## config.mk

```make
export PLATFORM = sky130hd
export DESIGN_NAME = sevenseg_reader
export DESIGN_NICKNAME = d
export VERILOG_FILES = /design/src/rtl/sevenseg_pkg.sv /design/src/rtl/seg7_to_bcd.sv /design/src/rtl/sevenseg_reader.sv
export SDC_FILE = /design/constraint.sdc
export NUM_CORES = 1
export LEC_CHECK = 0
export CORE_MARGIN = 2
export CORE_UTILIZATION = 50
export DETAILED_ROUTE_END_ITERATION = 16
export PLACE_DENSITY = 0.75
export SLEW_MARGIN = 10
export SYNTH_ARGS = -nofsm -noshare
export SYNTH_HDL_FRONTEND = slang
export SYNTH_SLANG_ARGS = --single-unit
```

## constraint.sdc

```tcl
create_clock -name clk -period 4.9 [get_ports clk]
set_clock_uncertainty 0.15 [all_clocks]
set_input_delay 0.98 -clock clk [delete_from_list [all_inputs] [get_ports clk]]
set_output_delay 0.98 -clock clk [all_outputs]
set_load 0.02 [all_outputs]
```

## src/rtl/sevenseg_pkg.sv

```systemverilog
// Shared seven-segment definitions used by the reader and the stopwatch display encoder.
package sevenseg_pkg;

  // Width of the decoded two-digit binary value (0..99).
  localparam int unsigned VALUE_W = 7;

  // Segment patterns, bit0=a .. bit6=g, active-high.
  localparam logic [6:0] SEG_0 = 7'b0111111;
  localparam logic [6:0] SEG_1 = 7'b0000110;
  localparam logic [6:0] SEG_2 = 7'b1011011;
  localparam logic [6:0] SEG_3 = 7'b1001111;
  localparam logic [6:0] SEG_4 = 7'b1100110;
  localparam logic [6:0] SEG_5 = 7'b1101101;
  localparam logic [6:0] SEG_6 = 7'b1111101;
  localparam logic [6:0] SEG_7 = 7'b0000111;
  localparam logic [6:0] SEG_8 = 7'b1111111;
  localparam logic [6:0] SEG_9 = 7'b1101111;

  // Settle FSM: IDLE = nothing committed yet, SETTLE = candidate differs from
  // committed pair and is counting, LOCKED = candidate equals committed pair.
  typedef enum logic [1:0] {
    ST_IDLE   = 2'd0,
    ST_SETTLE = 2'd1,
    ST_LOCKED = 2'd2
  } settle_state_t;

endpackage

```

## src/rtl/seg7_to_bcd.sv

```systemverilog
// Combinational decode of one seven-segment pattern to a BCD digit plus legal flag.
import sevenseg_pkg::*;

module seg7_to_bcd (
  input  logic [6:0] seg,
  output logic [3:0] digit,
  output logic       legal
);

  // Exact-match lookup; anything outside the ten digit shapes is illegal.
  always_comb begin
    digit = '0;
    legal = 1'b1;
    case (seg)
      SEG_0:   digit = 4'd0;
      SEG_1:   digit = 4'd1;
      SEG_2:   digit = 4'd2;
      SEG_3:   digit = 4'd3;
      SEG_4:   digit = 4'd4;
      SEG_5:   digit = 4'd5;
      SEG_6:   digit = 4'd6;
      SEG_7:   digit = 4'd7;
      SEG_8:   digit = 4'd8;
      SEG_9:   digit = 4'd9;
      default: legal = 1'b0;
    endcase
  end

endmodule

```

## src/rtl/sevenseg_reader.sv

```systemverilog
// Reads a two-digit seven-segment display, debounces it and checks count sequence.
import sevenseg_pkg::*;

module sevenseg_reader #(
  parameter int unsigned STABLE_CYCLES = 4
) (
  input  logic               clk,
  input  logic               reset,
  input  logic [6:0]         seg_ones,
  input  logic [6:0]         seg_tens,
  output logic [VALUE_W-1:0] value,
  output logic               value_valid,
  output logic               update,
  output logic               illegal,
  output logic               seq_err,
  output logic [7:0]         wrap_count
);

  localparam logic [3:0] CNT_MAX = 4'(STABLE_CYCLES - 1);

  logic [13:0]   in_q, cand, committed;
  logic          in_q_vld, cand_vld;
  logic [3:0]    cnt;
  settle_state_t state;

  logic [13:0]   cand_nxt;
  logic          cand_vld_nxt;
  logic [3:0]    cnt_nxt;
  settle_state_t state_nxt;
  logic          commit;

  logic [3:0]         tens_d, ones_d;
  logic               tens_ok, ones_ok;
  logic [VALUE_W-1:0] new_val, exp_next;

  // Input stage; in_q_vld keeps the reset-value in_q from counting as a sample,
  // so a held 00/blank pair after reset settles with the same latency as any other.
  always_ff @(posedge clk or posedge reset) begin
    if (reset) begin
      in_q     <= '0;
      in_q_vld <= 1'b0;
    end else begin
      in_q     <= {seg_tens, seg_ones};
      in_q_vld <= 1'b1;
    end
  end

  // Settle state, candidate and stability counter registers.
  always_ff @(posedge clk or posedge reset) begin
    if (reset) begin
      state     <= ST_IDLE;
      cand      <= '0;
      cand_vld  <= 1'b0;
      cnt       <= '0;
      committed <= '0;
    end else begin
      state    <= state_nxt;
      cand     <= cand_nxt;
      cand_vld <= cand_vld_nxt;
      cnt      <= cnt_nxt;
      if (commit)
        committed <= cand;
    end
  end

  // Next-state: reload candidate on change, count while stable, commit at CNT_MAX.
  always_comb begin
    state_nxt    = state;
    cand_nxt     = cand;
    cand_vld_nxt = cand_vld;
    cnt_nxt      = cnt;
    commit       = 1'b0;
    if (in_q_vld) begin
      if (!cand_vld || (in_q != cand)) begin
        cand_nxt     = in_q;
        cand_vld_nxt = 1'b1;
        cnt_nxt      = '0;
        if (state != ST_IDLE)
          state_nxt = (in_q == committed) ? ST_LOCKED : ST_SETTLE;
      end else begin
        if (cnt != CNT_MAX)
          cnt_nxt = 4'(cnt + 4'd1);
        if ((cnt == CNT_MAX) && (state != ST_LOCKED)) begin
          commit    = 1'b1;
          state_nxt = ST_LOCKED;
        end
      end
    end
  end

  seg7_to_bcd u_tens (.seg(cand[13:7]), .digit(tens_d), .legal(tens_ok));
  seg7_to_bcd u_ones (.seg(cand[6:0]),  .digit(ones_d), .legal(ones_ok));

  // Decoded candidate value and the value that continues the count.
  always_comb begin
    new_val  = 7'({3'b000, tens_d} * 7'd10) + {3'b000, ones_d};
    exp_next = (value == 7'd99) ? '0 : 7'(value + 7'd1);
  end

  // Commit outputs: value/valid update, sequence and wrap tracking, one-cycle pulses.
  always_ff @(posedge clk or posedge reset) begin
    if (reset) begin
      value       <= '0;
      value_valid <= 1'b0;
      update      <= 1'b0;
      illegal     <= 1'b0;
      seq_err     <= 1'b0;
      wrap_count  <= '0;
    end else begin
      update  <= 1'b0;
      illegal <= 1'b0;
      seq_err <= 1'b0;
      if (commit) begin
        update <= 1'b1;
        if (!(tens_ok && ones_ok)) begin
          illegal     <= 1'b1;
          value_valid <= 1'b0;
        end else begin
          value       <= new_val;
          value_valid <= 1'b1;
          if (value_valid) begin
            if ((new_val == '0) && (value == 7'd99)) begin
              if (wrap_count != 8'hFF)
                wrap_count <= 8'(wrap_count + 8'd1);
            end else if ((new_val != exp_next) && (new_val != '0)) begin
              seq_err <= 1'b1;
            end
          end
        end
      end
    end
  end

endmodule
```

==> results.json, run 1 <==
{
  "core_mm2": 0.00729,
  "clock_tree_from_tritoncts": "built",
  "routedWlPerCell_um": 15.3,
  "critical_path.endpoint_type": "flop",
  "cts_resized": 0,
  "final-max-slew-violation-count": 0,
  "ir_drop_mv": 0.253,
  "horiz_die_dim_um": 91.2,
  "cts_made_buffers": 9,
  "worst-path-buf-inv": 2,
  "post_route_cells_drive_above_1_share": 0.149,
  "global_route_wire_length_before_repair_um": 12900,
  "n_fill_cell": 632,
  "crit_chain": "nor4b_2, inv_1, o2bb2ai_1, ha_1, ha_1, inv_1, fa_1, nand2b_1, o21ai_0, nand4_1, nor2_1, nand2_2, mux2_4",
  "synthTopCellsByCount": "sky130_fd_sc_hd__dfrtp_1, sky130_fd_sc_hd__mux2_2, sky130_fd_sc_hd__nand2_1, sky130_fd_sc_hd__xnor2_1, sky130_fd_sc_hd__nand3_1",
  "yosysUniqueCellTypes": 56,
  "grt.overflow.total": 0,
  "fp.dieH_um": 91.2,
  "antenna_found_initial": 0,
  "timing.hold.worst.class": "reg2reg",
  "status": "completed",
  "critical_path.top_delay_family": "simple AND/OR/NAND/NOR gates",
  "cts_hold_repair.buffers": 0,
  "yosys_warnings": 0,
  "via_count": 2720,
  "final.period_utilization": 0.842,
  "design.die.area_mm2": 0.00831,
  "worst_slew_margin_rel": 0.540,
  "synthArstFlopShare": 1.00,
  "clock-root-buffer": "sky130_fd_sc_hd__clkbuf_8",
  "static-leakage-power_nw": 1.90,
  "synth-edff-count": 0,
  "dpl_cell_area_mm2": 0.00418,
  "synth_nets": 383,
  "routed_wl_um": 7450,
  "cell_count_after_synthesis": 356,
  "worst_skew_pair.late_latency_ns": 0.35,
  "worst_pin_slew_ns": 0.688,
  "cp.required_ns": 4.99,
  "stdcell_area_mm2": 0.00441,
  "cp_data_arrival_time_ns": 4.22,
  "cts.sink_count": 69,
  "power.density_mw_per_mm2": 291,
  "final_report_setup_violation_count": 0,
  "cpPeakStageDelay_ns": 0.55,
  "finish.net_count": 410,
  "fin_util": 0.604,
  "period_needed_ns": 4.13,
  "post-synth-top-area-cell": "sky130_fd_sc_hd__dfrtp_1",
  "critical_path.max_fanout": 11,
  "antenna-diode-count": 0,
  "via_per_inst": 5.59,
  "grt_start_max_net_pins": 44,
  "final_weighted_congestion_of_routability_driven_global_placement": 0.886,
  "cts.reportedPaths.clkPinSlew_ns": 0.08,
  "drtPass1Iterations": 4,
  "drt_drc_violations_left": 0,
  "achievable-frequency_ghz": 0.242,
  "port_buffers": 34,
  "cap_viol_max_count": 0,
  "synth.top_cell.area_share": 0.455,
  "synthMostInstantiatedCell": "sky130_fd_sc_hd__dfrtp_1",
  "antenna_violating_nets_post_route": 0,
  "flow.area_growth_from_synthesis_pct": 16.1,
  "ios": 35,
  "postSynthRegisterBits": 69,
  "slowest_stage": "sky130_fd_sc_hd__dfrtp_1",
  "ys_seq_area_frac": 0.455,
  "groute.usage.overall": 0.198,
  "initial_core_util": 0.521,
  "synth_top_flop_cell": "sky130_fd_sc_hd__dfrtp_1",
  "critPathLaunchType": "flop",
  "timing.setup.critical_path_class": "reg2reg",
  "top_area_cells_in_the_synthesized_netlist": "sky130_fd_sc_hd__dfrtp_1, sky130_fd_sc_hd__mux2_2, sky130_fd_sc_hd__xnor2_1, sky130_fd_sc_hd__xor2_1, sky130_fd_sc_hd__ha_1",
  "hpwl_um": 5430,
  "placement_rows": 31,
  "syn-mean-instance-area_um2": 10.7,
  "drt_iter0_markers": 114,
  "report.final.hold_viol_count": 0,
  "cts.path.max_buffers": 2,
  "h-tree-depth": 3,
  "rsz_0062_raised_after_global_routing": "false",
  "final.hold.worst_slack_ns": 0.369,
  "vias_in_the_first_global_route": 2692,
  "cts_post_setup_buffers_inserted": 0,
  "timing.setup.tns_ns": 0,
  "synth_area_mm2": 0.00380
}
[final cells by class]
type / instances / area (µm²) / share of cell area
flip-flops and latches: 69 / 1730 / 0.392
multi-input cells: 255 / 1930 / 0.437
inverters: 12 / 45.0 / 0.0102
well taps: 99 / 124 / 0.0281
repair buffers: 36 / 355 / 0.0806
clock buffers: 10 / 138 / 0.0312
clock inverters: 6 / 93.8 / 0.0213
[cells by family after synthesis]
| family | count (synthesis) | synth area share |
|---|---|---|
| other | 1 | 0.000988 |
| multiplexers | 31 | 0.0926 |
| AO/OA/AOI/OAI | 46 | 0.0774 |
| flip-flops | 69 | 0.455 |
| XOR/XNOR | 48 | 0.123 |
| AND/OR/NAND/NOR | 118 | 0.173 |
| buffers and inverters | 32 | 0.0382 |
| adder cells (fa/ha/maj) | 11 | 0.0402 |
[routing by layer]
layer	vias to the layer above	global-route usage	part of all wire
li1	1314	-	-
met1	1329	0.250	0.45
met2	68	0.323	0.49
met3	9	0.0598	0.050
met4	0	0.0669	0.012
met5	-	0	0
[path summary, 6_finish.rpt]
path / startpoint / endpoint / slack, ns / depth (start not counted)
setup / recovery: cand[8]$_DFFE_PP0P_ / wrap_count[1]$_DFFE_PP0P_ / 0.77 / 13
hold / removal: cnt[2]$_DFFE_PP0P_ / cnt[2]$_DFFE_PP0P_ / 0.37 / 1
setup reg to reg: cand[8]$_DFFE_PP0P_ / wrap_count[1]$_DFFE_PP0P_ / 0.77 / 13
hold reg to reg: cnt[2]$_DFFE_PP0P_ / cnt[2]$_DFFE_PP0P_ / 0.37 / 1
max in group asynchronous: reset / cand[13]$_DFFE_PP0P_ / 2.80 / 3
min in group asynchronous: reset / cand[3]$_DFFE_PP0P_ / 0.86 / 2
[cell usage in the layout, fill, tap and decap left out, types with 8 or more instances in the layout]
cell type / Yosys / final
sky130_fd_sc_hd__clkbuf_8: 0 / 10
sky130_fd_sc_hd__ha_1: 9 / 9
sky130_fd_sc_hd__nand2_1: 27 / 27
sky130_fd_sc_hd__clkdlybuf4s50_1: 0 / 34
sky130_fd_sc_hd__a21oi_1: 9 / 9
sky130_fd_sc_hd__nand2b_1: 8 / 8
sky130_fd_sc_hd__o21ai_0: 13 / 13
sky130_fd_sc_hd__inv_1: 12 / 11
sky130_fd_sc_hd__nor3_1: 8 / 8
sky130_fd_sc_hd__nor2_1: 15 / 15
sky130_fd_sc_hd__mux2_2: 28 / 28
sky130_fd_sc_hd__xor2_1: 16 / 16
sky130_fd_sc_hd__xnor2_1: 27 / 27
sky130_fd_sc_hd__dfrtp_1: 69 / 69
sky130_fd_sc_hd__nand4_1: 11 / 11
sky130_fd_sc_hd__nand3_1: 17 / 17
[stage by stage]
stage	cells	setup slack (ns)	total power [mW]
floorplan	356	1.20	0.731
global placement	471	0.951	0.758
global route	487	0.384	1.35
finish	487	0.772	1.28
detailed placement	471	0.789	0.764
CTS	487	0.791	1.30
[worst register-to-register path, stage by stage (launching register included)]
cell and delay (ns):
sky130_fd_sc_hd__dfrtp_1 0.55, sky130_fd_sc_hd__nor4b_2 0.32, sky130_fd_sc_hd__inv_1 0.10, sky130_fd_sc_hd__o2bb2ai_1 0.33, sky130_fd_sc_hd__ha_1 0.30, sky130_fd_sc_hd__ha_1 0.19, sky130_fd_sc_hd__inv_1 0.06, sky130_fd_sc_hd__fa_1 0.41
sky130_fd_sc_hd__nand2b_1 0.17, sky130_fd_sc_hd__o21ai_0 0.35, sky130_fd_sc_hd__nand4_1 0.19, sky130_fd_sc_hd__nor2_1 0.44, sky130_fd_sc_hd__nand2_2 0.14, sky130_fd_sc_hd__mux2_4 0.32
[flip-flops by register name (all words and copies together), names as in the netlist]
register and flops:
illegal 1, wrap_count 8, cnt 4, cand_vld 1, cand 14, in_q_vld 1
state 2, committed 14, seq_err 1, value_valid 1, value 7, update 1
in_q 14
[power breakdown]
part	leakage (nW)	internal (mW)	switching (mW)	total [mW]
clock	0.113	0.305	0.225	0.530
combinational	0.890	0.0644	0.0622	0.127
sequential	0.893	0.587	0.0410	0.628
total	1.90	0.956	0.329	1.28
No activity file was read; power rests on OpenSTA's default activity.
==> inputs of run 2 (changes only) <==
- clock period: 4.9 -> 4 ns (I/O delays scaled with it)
==> run 2 against run 1 <==
Net effect: clock power rose by 7.9%; maximum frequency rose by 13%; highest routed layer unchanged; total power rose by 17%; hold slack got worse by 0.027 ns; critical path depth rose by 1; worst setup slack got worse by 0.43 ns; sequential cell count did not move; largest power group unchanged; final cell count rose by 1.0%.
==> results.json, run 2 (same netlist as run 1, synthesis figures left out) <==
{
  "biggestRegsByFlops": "cand x14, committed x14, in_q x14",
  "worst-path-buf-inv": 2,
  "ir_drop_mv": 0.215,
  "worst_path_setup_slack_after_routing_ns": 0.341,
  "drtPass1Iterations": 4,
  "power.density_mw_per_mm2": 339,
  "flow.area_growth_from_synthesis_pct": 16.5,
  "hpwl_um": 5260,
  "rsz_0062_raised_after_global_routing": "false",
  "antenna_found_initial": 0,
  "static-leakage-power_nw": 1.91,
  "stdcell_area_mm2": 0.00442,
  "cp_data_arrival_time_ns": 3.75,
  "reg2reg_setup_slack_ns": 0.34,
  "report.final.hold_viol_count": 0,
  "preCtsSetupSlack_ns": 0.157,
  "status": "completed",
  "critical_path.top_delay_family": "simple AND/OR/NAND/NOR gates",
  "n_fill_cell": 645,
  "ios": 35,
  "cpPeakStageDelay_ns": 0.48,
  "routedWlPerCell_um": 14.8,
  "vias_in_the_first_global_route": 2676,
  "cp.required_ns": 4.09,
  "via_per_inst": 5.44,
  "regToRegEndpoint": "wrap_count[1]$_DFFE_PP0P_",
  "clock_tree_from_tritoncts": "built",
  "clock-root-buffer": "sky130_fd_sc_hd__clkbuf_8",
  "critical_path.max_fanout": 9,
  "groute.usage.overall": 0.190,
  "commonest_cells_after_routing_fill_and_taps_aside": "sky130_fd_sc_hd__dfrtp_1, sky130_fd_sc_hd__clkdlybuf4s50_1, sky130_fd_sc_hd__mux2_2",
  "grt_start_max_net_pins": 36,
  "cap_viol_max_count": 0,
  "multi_input_comb_area_mm2": 0.00193,
  "final_common_cell": "sky130_fd_sc_hd__dfrtp_1",
  "routed_wl_um": 7260,
  "timing.rr.start": "cand[10]$_DFFE_PP0P_",
  "worst_slew_margin_rel": 0.511,
  "port_buffers": 34,
  "drt_drc_violations_left": 0,
  "global_route_wire_length_before_repair_um": 12600,
  "antenna-diode-count": 0,
  "critPathLaunchType": "flop",
  "setup.worst_path.start": "cand[10]$_DFFE_PP0P_",
  "via_count": 2678,
  "timing.hold.worst.class": "reg2reg",
  "antenna_violating_nets_post_route": 0,
  "dpl_cell_area_mm2": 0.00421,
  "placement_rows": 31,
  "fp.dieH_um": 91.2,
  "post_route_cells_drive_above_1_share": 0.165,
  "cts.reportedPaths.clkPinSlew_ns": 0.07,
  "critical_path.endpoint_type": "flop",
  "layout.area.seq_mm2": 0.00173,
  "worst_pin_slew_ns": 0.732,
  "grt.overflow.total": 0,
  "hold_path.startpoint": "wrap_count[5]$_DFFE_PP0P_",
  "final_report_setup_violation_count": 0,
  "min_path_cells": 1,
  "cts_hold_repair.buffers": 0,
  "cts_made_buffers": 9,
  "final.period_utilization": 0.915,
  "r2r.worst_path.cells": 14,
  "timing.setup.critical_path_class": "reg2reg",
  "initial_core_util": 0.521,
  "period_needed_ns": 3.66,
  "h-tree-depth": 3,
  "finish.net_count": 415,
  "cts.path.max_buffers": 2,
  "horiz_die_dim_um": 91.2,
  "final-max-slew-violation-count": 0,
  "crit_chain": "nor4b_2, inv_1, o2bb2ai_1, ha_1, ha_1, inv_1, fa_1, nand2b_1, a21oi_1, xor3_1, nand4_1, nor2_4, nand2_2, mux2_4",
  "achievable-frequency_ghz": 0.273,
  "design.die.area_mm2": 0.00831,
  "timing.setup.tns_ns": 0,
  "worst_skew_pair.late_latency_ns": 0.35,
  "slowest_stage": "sky130_fd_sc_hd__dfrtp_1",
  "cts.sink_count": 69,
  "fin_util": 0.607,
  "final_weighted_congestion_of_routability_driven_global_placement": 0.878,
  "drt_iter0_markers": 73,
  "core_mm2": 0.00729,
  "worstHoldEndpoint": "wrap_count[5]$_DFFE_PP0P_"
}
## run 2: per-layer routing
layer,routed length (µm),global-route usage,share of wire
met1,3370,0.248,0.46
met2,3500,0.307,0.48
met3,257,0.0473,0.035
met4,136,0.0694,0.019
met5,0,0,0
## run 2: cell type report
class                      instances  area share
multi-input combinational        255       0.437
sequential                        69       0.391
timing repair buffer              41      0.0888
clock buffer                      10      0.0311
tap                               99      0.0280
clock inverter                     6      0.0141
inverter                          12      0.0102
## run 2: what timing repair did
action                     4_1_cts  5_1_grt
gates resized for setup          0        3
setup endpoints to repair        0        8
buffers inserted                 0        0
hold endpoints to repair         0        0
## run 2: through the flow
stage / std cells / total power, mW / hold slack (ns)
2_1_floorplan: 356 / 0.895 / 0.306
3_3_place_gp: 476 / 0.934 / 0.335
3_5_place_dp: 476 / 0.939 / 0.337
4_1_cts: 492 / 1.51 / 0.350
5_1_grt: 492 / 1.57 / 0.364
6_report: 492 / 1.50 / 0.343
## run 2: how the worst max path moves through the flow
stage	endpoint	cells after the start
finish	wrap_count[1]$_DFFE_PP0P_	14
detailed placement	wrap_count[1]$_DFFE_PP0P_	14
global route	wrap_count[1]$_DFFE_PP0P_	14
global placement	wrap_count[1]$_DFFE_PP0P_	14
CTS	wrap_count[1]$_DFFE_PP0P_	14
floorplan	wrap_count[1]$_DFFE_PP0P_	15
## run 2: report_power, final
group          total [mW]  internal [mW]  switching (mW)
clock network       0.572          0.304           0.268
logic               0.161         0.0824          0.0784
registers           0.767          0.719          0.0483
==> inputs of run 3 (changes only) <==
- RECOVER_POWER: default -> 100
==> run 3 against run 2 <==
Net effect: final cell count unchanged; sequential cell count unchanged; maximum frequency decreased by 0.24%; first-iteration DRC count is 27% higher; register-to-register slack barely moved; core utilization down 0.43 points; critical path depth stayed put; clock power hardly changed; largest cell class unchanged.
==> results.json, run 3 (same netlist as run 1, synthesis figures left out) <==
{
  "reg2reg_setup_slack_ns": 0.33,
  "initial_core_util": 0.521,
  "rsz_0062_raised_after_global_routing": "false",
  "worst_slew_margin_rel": 0.104,
  "drt_iter0_markers": 93,
  "crit_chain": "nor4b_2, inv_1, o2bb2ai_1, ha_1, ha_1, inv_1, fa_1, nand2b_1, a21oi_1, xor3_1, nand4_1, nor2_4, nand2_2, mux2_4",
  "drtPass1Iterations": 4,
  "critPathLaunchType": "flop",
  "report.final.hold_viol_count": 0,
  "timing.hold.worst.class": "reg2reg",
  "worst_setup_path_endpoint": "wrap_count[1]$_DFFE_PP0P_",
  "timing.setup.tns_ns": 0,
  "finish.net_count": 415,
  "timing.setup.critical_path_class": "reg2reg",
  "cts.path.max_buffers": 2,
  "via_count": 2704,
  "cap_viol_max_count": 0,
  "antenna_found_initial": 0,
  "ir_drop_mv": 0.214,
  "horiz_die_dim_um": 91.2,
  "cpPeakStageDelay_ns": 0.48,
  "cts.reportedPaths.clkPinSlew_ns": 0.07,
  "layoutNonFillerInstCount": 492,
  "ios": 35,
  "clock_tree_from_tritoncts": "built",
  "vias_in_the_first_global_route": 2676,
  "cts_resized": 0,
  "groute.usage.overall": 0.190,
  "cp_data_arrival_time_ns": 3.76,
  "static-leakage-power_nw": 1.95,
  "cts_hold_repair.buffers": 0,
  "worst_pin_slew_ns": 1.34,
  "final_common_cell": "sky130_fd_sc_hd__dfrtp_1",
  "antenna-diode-count": 0,
  "design_power_total_mw": 1.49,
  "flow.area_growth_from_synthesis_pct": 15.7,
  "cts.sink_count": 69,
  "setup.worst_path.start": "cand[10]$_DFFE_PP0P_",
  "h-tree-depth": 3,
  "drt_drc_violations_left": 0,
  "dpl_cell_area_mm2": 0.00421,
  "cp.required_ns": 4.09,
  "critical_path.top_delay_family": "simple AND/OR/NAND/NOR gates",
  "placement_rows": 31,
  "clock-root-buffer": "sky130_fd_sc_hd__clkbuf_8",
  "worst-path-buf-inv": 2,
  "final-max-slew-violation-count": 0,
  "final.period_utilization": 0.917,
  "cts_post_setup_buffers_inserted": 0,
  "port_buffers": 34,
  "biggestRegsByFlops": "cand x14, committed x14, in_q x14",
  "period_needed_ns": 3.67,
  "final_report_setup_violation_count": 0,
  "hold_path.startpoint": "wrap_count[5]$_DFFE_PP0P_",
  "hpwl_um": 5260,
  "routed_wl_um": 7180,
  "regToRegEndpoint": "wrap_count[1]$_DFFE_PP0P_",
  "grt.overflow.total": 0,
  "via_per_inst": 5.50,
  "achievable-frequency_ghz": 0.273,
  "r2r.worst_path.cells": 14,
  "core_mm2": 0.00729,
  "commonest_cells_after_routing_fill_and_taps_aside": "sky130_fd_sc_hd__dfrtp_1, sky130_fd_sc_hd__dlygate4sd3_1, sky130_fd_sc_hd__mux2_2",
  "stdcell_area_mm2": 0.00439,
  "status": "completed",
  "dp_cells": 476,
  "fp.dieH_um": 91.2,
  "critical_path.endpoint_type": "flop",
  "power.density_mw_per_mm2": 340,
  "cp_num_cells": 14,
  "post_route_cells_drive_above_1_share": 0.148,
  "antenna_violating_nets_post_route": 0,
  "design.die.area_mm2": 0.00831,
  "slowest_stage": "sky130_fd_sc_hd__dfrtp_1",
  "critical_path.max_fanout": 9,
  "final_weighted_congestion_of_routability_driven_global_placement": 0.878,
  "routedWlPerCell_um": 14.6,
  "cts_made_buffers": 9,
  "grt_start_max_net_pins": 36,
  "worst_skew_pair.late_latency_ns": 0.35,
  "global_route_wire_length_before_repair_um": 12600,
  "timing.rr.start": "cand[10]$_DFFE_PP0P_",
  "fin_util": 0.602
}
[run 3: changes by cell type in the layout (fill, tap and decap cells not counted), moves of 2 or more]
cell,delta
sky130_fd_sc_hd__buf_4,-5
sky130_fd_sc_hd__o21ai_1,-2
sky130_fd_sc_hd__clkbuf_1,+5
sky130_fd_sc_hd__clkdlybuf4s50_1,-34
sky130_fd_sc_hd__o21ai_0,+2
sky130_fd_sc_hd__dlygate4sd3_1,+34
[run 3: through the flow]
step / setup WS, ns / hold WS [ns]
final: 0.332 / 0.337
after global routing: 0.0328 / 0.359
after CTS: 0.155 / 0.350
after detailed placement: 0.157 / 0.337
after global placement: 0.303 / 0.335
after floorplan: 0.301 / 0.306
[run 3: layout make-up]
cell class,instances,area (µm²)
clock buffers,10,138
clock inverters,6,62.6
fillers,654,2900
inverters,12,45.0
multi-input cells,255,1920
flip-flops and latches,69,1730
well taps,99,124
repair buffers,41,374
[run 3: worst register-to-register path: stages (launching register included)]
cell and delay [ns]:
sky130_fd_sc_hd__dfrtp_1 0.48, sky130_fd_sc_hd__nor4b_2 0.35, sky130_fd_sc_hd__inv_1 0.09, sky130_fd_sc_hd__o2bb2ai_1 0.19, sky130_fd_sc_hd__ha_1 0.27, sky130_fd_sc_hd__ha_1 0.19
sky130_fd_sc_hd__inv_1 0.06, sky130_fd_sc_hd__fa_1 0.42, sky130_fd_sc_hd__nand2b_1 0.17, sky130_fd_sc_hd__a21oi_1 0.14, sky130_fd_sc_hd__xor3_1 0.22, sky130_fd_sc_hd__nand4_1 0.19
sky130_fd_sc_hd__nor2_4 0.22, sky130_fd_sc_hd__nand2_2 0.09, sky130_fd_sc_hd__mux2_4 0.33
[run 3: worst min-delay path by stage]
stage                     cells past startpoint  slack [ns]                         to
after floorplan                               1        0.31       cand_vld$_DFFE_PP0P_
after global placement                        1        0.34       cand_vld$_DFFE_PP0P_
after detailed placement                      1        0.34       cand_vld$_DFFE_PP0P_
after CTS                                     1        0.35  wrap_count[5]$_DFFE_PP0P_
after global routing                          1        0.36  wrap_count[5]$_DFFE_PP0P_
final                                         1        0.34  wrap_count[5]$_DFFE_PP0P_
[run 3: layer usage]
layer / wire length (µm) / track usage
met1: 3320 / 0.248
met2: 3430 / 0.307
met3: 281 / 0.0473
met4: 149 / 0.0694
met5: 0 / 0
[run 3: power by group]
part	switching (mW)	internal, mW
clock	0.268	0.304
sequential	0.0482	0.719
combinational	0.0766	0.0772
